<file path="config.mk">
export PLATFORM = sky130hd
export DESIGN_NAME = pc_redirect_unit
export DESIGN_NICKNAME = d
export VERILOG_FILES = /design/src/rtl/pc_redirect_unit.sv
export SDC_FILE = /design/constraint.sdc
export NUM_CORES = 1
export LEC_CHECK = 0
export CORE_MARGIN = 1
export CORE_UTILIZATION = 45
export CTS_CLUSTER_SIZE = 30
export DETAILED_ROUTE_END_ITERATION = 10
export PLACE_DENSITY = 0.79
export REMOVE_ABC_BUFFERS = 1
export SETUP_SLACK_MARGIN = 0.5
export SLEW_MARGIN = 20
export SYNTH_ARGS = -nofsm -noshare
export SYNTH_HDL_FRONTEND = slang
export SYNTH_SLANG_ARGS = --single-unit
</file>
<file path="constraint.sdc">
create_clock -name Clk -period 4.3 [get_ports Clk]
set_input_delay 0.86 -clock Clk [delete_from_list [all_inputs] [get_ports Clk]]
set_output_delay 0.86 -clock Clk [all_outputs]
set_load 0.1 [all_outputs]
</file>
<file path="src/rtl/pc_redirect_unit.sv">
`default_nettype none
// ============================================================================
// Module   : pc_redirect_unit
// Purpose  : Fetch program-counter sequencer. It advances the PC by 4, holds
//            it on a hazard stall, and loads a word-aligned redirect target
//            from branch resolution. After each redirect it raises the
//            IF/ID and ID/EX squash strobes for FLUSH_CYCLES cycles.
// Ports    : Clk           - single clock, rising edge
//            Rst           - asynchronous reset, active low
//            Stall         - hazard hold request (freezes PC in RUN/HOLD)
//            PCSrc         - redirect request
//            PCNew[31:0]   - redirect target, meaningful when PCSrc=1
//            PC[31:0]      - registered fetch address
//            PCPlus4[31:0] - PC+4, combinational, wraps modulo 2^32
//            FlushIF       - registered squash of IF/ID
//            FlushID       - registered squash of ID/EX
//            Misaligned    - one-cycle flag, accepted target had bits[1:0]!=0
//            RedirectCount - saturating count of accepted redirects
//            State[1:0]    - RUN=00, HOLD=01, FLUSH=10
// Revision : 1.0 - initial release
// ============================================================================
module pc_redirect_unit #(
  parameter logic [31:0] RESET_PC     = 32'h0000_0000,
  parameter int unsigned FLUSH_CYCLES = 1              // legal range 1..3
) (
  input  logic        Clk,
  input  logic        Rst,
  input  logic        Stall,
  input  logic        PCSrc,
  input  logic [31:0] PCNew,
  output logic [31:0] PC,
  output logic [31:0] PCPlus4,
  output logic        FlushIF,
  output logic        FlushID,
  output logic        Misaligned,
  output logic [15:0] RedirectCount,
  output logic [1:0]  State
);

  typedef enum logic [1:0] {
    RUN   = 2'b00,
    HOLD  = 2'b01,
    FLUSH = 2'b10
  } state_t;

  // The flush counter holds the number of FLUSH cycles still to come after
  // the current one, so the acceptance edge loads FLUSH_CYCLES-1.
  localparam logic [1:0]  FLUSH_LOAD = 2'(FLUSH_CYCLES - 1);
  localparam logic [15:0] COUNT_MAX  = 16'hFFFF;

  state_t      state_q;
  logic [1:0]  flush_cnt_q;
  logic [31:0] pc_q;
  logic        flush_q;
  logic        misaligned_q;
  logic [15:0] redirect_cnt_q;
  logic [31:0] pc_plus4;

  // Natural 32-bit addition wraps 0xFFFFFFFC -> 0x00000000.
  assign pc_plus4 = pc_q + 32'd4;

  always_ff @(posedge Clk or negedge Rst) begin
    if (!Rst) begin
      state_q        <= RUN;
      flush_cnt_q    <= 2'd0;
      pc_q           <= RESET_PC;
      flush_q        <= 1'b0;
      misaligned_q   <= 1'b0;
      redirect_cnt_q <= 16'd0;
    end else begin
      // Misaligned is a single-cycle pulse; only the acceptance edge sets it.
      misaligned_q <= 1'b0;
      case (state_q)
        RUN, HOLD: begin
          if (PCSrc) begin
            // Redirect wins over a simultaneous stall.
            pc_q         <= {PCNew[31:2], 2'b00};
            state_q      <= FLUSH;
            flush_cnt_q  <= FLUSH_LOAD;
            flush_q      <= 1'b1;
            misaligned_q <= |PCNew[1:0];
            if (redirect_cnt_q != COUNT_MAX) begin
              redirect_cnt_q <= redirect_cnt_q + 16'd1;
            end
          end else if (Stall) begin
            state_q <= HOLD;
            flush_q <= 1'b0;
          end else begin
            pc_q    <= pc_plus4;
            state_q <= RUN;
            flush_q <= 1'b0;
          end
        end
        FLUSH: begin
          // The squashed slots are refilled sequentially; stall and any
          // further redirect request are ignored until the flush drains.
          pc_q <= pc_plus4;
          if (flush_cnt_q != 2'd0) begin
            flush_cnt_q <= flush_cnt_q - 2'd1;
            flush_q     <= 1'b1;
          end else begin
            state_q <= Stall ? HOLD : RUN;
            flush_q <= 1'b0;
          end
        end
        default: begin
          // Encoding 2'b11 cannot be reached; fall back to RUN if it appears.
          state_q     <= RUN;
          flush_cnt_q <= 2'd0;
          flush_q     <= 1'b0;
        end
      endcase
    end
  end

  assign PC            = pc_q;
  assign PCPlus4       = pc_plus4;
  assign FlushIF       = flush_q;
  assign FlushID       = flush_q;
  assign Misaligned    = misaligned_q;
  assign RedirectCount = redirect_cnt_q;
  assign State         = state_q;

endmodule
`default_nettype wire
</file>
Word-level counts from Yosys, hierarchy flattened:

Index checks and enable logic that the tools add are counted.

* flip-flop bits (word level): 54
* input bits: 36
* output and inout port bits: 85
* logic and storage cells: 39

* add/sub/neg operators: 3
* equal/unequal tests: 7
* mux-type cells: 15
* reduce and logical (&&, ||, !) cells: 8

Operators with widths (number)
* 32-bit 2-to-1 mux: 2
* 32-bit case mux with 2 select lines: 1
* 32-bit by 3-bit adder with 32-bit output, second input constant: 1
* 16-bit by 1-bit adder with 16-bit output, second input constant: 1
* 16-bit != test, second input constant: 1
* 2-bit 2-to-1 mux: 4
* 2-bit case mux with 2 select lines: 2
* 2-bit != test, second input constant: 3
* 1-bit 2-to-1 mux: 5
* 2-bit AND reduction: 2
* 2-bit nonzero test: 2
* 2-bit OR reduction: 2
* 3-bit != test, second input constant: 1
* 3-bit AND reduction: 1
* 2-bit by 1-bit == test with 1-bit output, second input constant: 1
* 2-bit == test, second input constant: 1
* 2-bit logical NOT: 1
* 1-bit case mux with 2 select lines: 1
* 2-bit by 1-bit subtractor with 2-bit output, second input constant: 1

Depth between registers and ports, before layout:

* word-level depth: 4
* depth in mapped cells: 7
* mapped depth without buffers: 5

Least setup slack after synthesis:

OpenSTA, ideal clock, no wires.

* kind: register -> output
* start point: register pc_q[4] (netlist: PC[4])
* end point: output PCPlus4[29]
* arrival time: 4.070 ns
* required time: 3.440 ns
* path slack: -0.630 ns
* cell stages (with the launch flop): 7
* path buffers: 2
* path through: dfrtp_1 buf_2 nand4_2 or4_4 buf_6 or3_4 xnor2_1

* word-level cells in the longest chain between the ends: 1

Ends and longest elaborated chain
* start, declared: line 53 `logic [31:0] pc_q;`
* start signal, assigned: line 77 `pc_q <= {PCNew[31:2], 2'b00};`
* start signal, assigned: line 89 `pc_q <= pc_plus4;`
* start signal, assigned: line 97 `pc_q <= pc_plus4;`
* 32-bit by 3-bit adder with 32-bit output: line 60 `assign pc_plus4 = pc_q + 32'd4;`
* end, declared: line 32 `output logic [31:0] PCPlus4,`

No other way between the ends.

Worst setup path after layout:

* start point: register pc_q[3] (netlist: PC[3])
* end point: output PCPlus4[30]

Same word-level chain as after synthesis.

==> run metrics <==
met3 WL=slightly below 700 um; Yosys reg bits=between 50 and 60; Final Slew Violations=0; Mapped Cells=~400; die extent in x=around 92 um; commonest non-fill, non-tap cell in the layout=clkdlybuf4s50_1; CP Capture Type=output port; # rows=32; DP HPWL=7470 um; reported max-cap violation count=0; fraction of registers with async set/reset=between 90% and 100%; clk buf depth=2; clock root buffer master=clkbuf_8; Final WS setup=0.728 ns; Synth Warn #=0; Setup TNS=0 ns; routed length on met2=4900 um; DRT Pass-1 Iters=4; gr ovfl total=0; HP Class=flop to flop; synthesized area=approximately 3600 um2; Die H=slightly above 90 um; worst-skew pair later-pin latency=between 0.3 and 0.4 ns; WP data arrival=2.71 ns; Final Hold Fails=0; post-DR vias/cell=between 6 and 7; Synth Flop Type=dfrtp_1; layout cells sized above 1=12.0%; Total Routing Usage GR=about 25%; CTS tree=built; Final setup viols=0; P&R area growth vs syn=33.7%; Placer Congestion=0.862; post-synth top area share=between 30% and 40%; worst endpoint required time=about 3.4 ns; Starting Density=~47%; Distinct cells, synth=58; R2R setup slack=1.41 ns; CTS Hold Buffers Added=0; Rel. slew slack=between 20% and 30%; CP Max Fanout=8; via count=roughly 3,600; WL/cell=17.0 um; die footprint=8400 um2; r2r startpoint=State[1]; Setup crit end=PCPlus4[30]; Mapped Avg Cell Area=8.93 um2; antenna violations before repair=0; core box area=approximately 7800 um2; CP peak stage delay=slightly below 0.8 ns; # nets final=about 540; I/O pins=approximately 120; # diodes=0; final-layout fill cell count=about 690; Num CTS Buffers=5; CP Cell Sequence=ha_1, inv_1, or4_2, nor2_1, xor2_1, buf_4; max frequency=roughly 0.28 GHz; Setup Skew=approximately 0.012 ns; vias in the first global route=roughly 3,600; RSZ-0062 raised after global routing=false; status=completed; post-route clock period utilization=a little over 80%; pre-CTS setup slack=slightly above 1 ns; Reg2Reg Depth=4; Crit-path slowest cell=or4_2; DRT iter0 DRCs=269; final WL=10,300 um; Crit Path Category=flop to output port; I/O Buffers=116; DRC Markers=0; Yosys top cell by area=dfrtp_1; global-route wire length before repair=approximately 17,000 um; Post-synth EDFFs=0; sequential area share after synthesis=between 30% and 40%; Worst Tran Pin Value=~1.1 ns; largest cells by area after synthesis=dfrtp_1, xnor2_1, a32oi_1; worst setup path start=PC[3]; M1 WL=4530 um; startpoint types=flop; Clock transition at path regs=roughly 0.1 ns; reg2reg end=PC[27]; Period minus WS final=about 3.6 ns; top sig layer=met4; largest net degree at the start of global routing=36; antenna viol nets, final=0; htree depth=2; clock sink count=52; commonest cells after routing, fill and taps aside=clkdlybuf4s50_1, dfrtp_1, xnor2_1
==> synthesized netlist by cell type (2+ instances only) <==
| cell type | count |
|---|---|
| nand4b_1 | 2 |
| clkbuf_8 | 4 |
| nor4_1 | 9 |
| o211ai_1 | 18 |
| or4_2 | 2 |
| nor3_1 | 8 |
| o31a_1 | 2 |
| or2_2 | 2 |
| nand3_1 | 28 |
| and3_1 | 6 |
| nand2_1 | 27 |
| a32oi_1 | 16 |
| mux2_2 | 3 |
| dfrtp_1 | 52 |
| clkbuf_1 | 19 |
| a2bb2oi_1 | 5 |
| nand4_1 | 17 |
| or3_4 | 3 |
| a22oi_1 | 2 |
| mux2i_1 | 2 |
| or3_1 | 6 |
| and4_1 | 5 |
| buf_4 | 5 |
| nand2b_1 | 4 |
| buf_6 | 3 |
| o21ai_0 | 14 |
| ha_1 | 3 |
| o311ai_1 | 3 |
| a21oi_1 | 24 |
| buf_2 | 5 |
| o311ai_0 | 9 |
| nor2_1 | 12 |
| xnor2_1 | 29 |
| o22ai_1 | 8 |
| xor2_1 | 11 |
| inv_1 | 15 |
==> through the flow <==
stage / area (um2) / utilization (%) / std cells / hold WS [ns]
after detailed placement: 4750 / 61.1 / 595 / 0.487
after global placement: 4750 / 61.1 / 595 / 0.477
after CTS: 4840 / 62.3 / 603 / 0.502
after floorplan: 3390 / - / 369 / 0.472
after global routing: 4840 / 62.3 / 603 / 0.513
final: 4840 / 62.3 / 603 / 0.503
==> how the worst min path moves through the flow <==
stage | start | end | depth (start not counted)
global placement | RedirectCount[5] | RedirectCount[5] | 1
floorplan | flush_cnt_q[1] | flush_cnt_q[1] | 2
global route | RedirectCount[5] | RedirectCount[5] | 1
finish | RedirectCount[5] | RedirectCount[5] | 1
CTS | RedirectCount[5] | RedirectCount[5] | 1
detailed placement | RedirectCount[5] | RedirectCount[5] | 1
==> critical path, delay by kind of cell, from the launching register on <==
family	cells	cell delay (ns)
and+or+nand+nor	2	0.99
adders and majority gates	1	0.33
buffers and inverters	2	0.45
DFF	1	0.46
xor gates and xnor gates	1	0.18
==> flip-flops by register name, indices dropped and copies added, names as in the netlist <==
name	flops
RedirectCount	16
State	2
PC	30
Misaligned	1
FlushID	1
flush_cnt_q	2
==> timing repair <==
| action | in CTS | in global routing |
|---|---|---|
| hold endpoints to repair | 0 | 0 |
| setup buffers | 0 | 0 |
| resized for setup | 0 | 1 |
| endpoints found under the setup margin | 0 | 1 |
==> kinds of logic after synthesis <==
logic type | count (synthesis) | share of synthesized area [%]
AOI/OAI and AO/OA | 107 | 20.6
DFF | 52 | 36.0
adders and majority gates | 3 | 1.04
muxes | 5 | 1.49
xor gates and xnor gates | 40 | 9.68
and+or+nand+nor | 143 | 22.9
buffers and inverters | 54 | 8.23
other | 1 | 0.104
==> cell type report <==
cell class	instances	area (um2)	share of cell area, %
Clock buffer	5	68.8	1.42
Timing Repair Buffer	124	1230	25.3
Multi-Input combinational cell	302	2040	42.1
Tap cell	102	128	2.64
Clock inverter	3	21.3	0.440
Sequential cell	52	1300	26.9
Inverter	15	56.3	1.16
==> routing by layer <==
metal | GRT usage (%) | vias up
met5 | 0 | -
met4 | 8.20 | 0
met3 | 4.15 | 14
met2 | 41.3 | 145
met1 | 34.0 | 1746
li1 | - | 1720
Power is not shown: default switching activity piles up to over one toggle a cycle in this logic, so the estimate is an artifact.
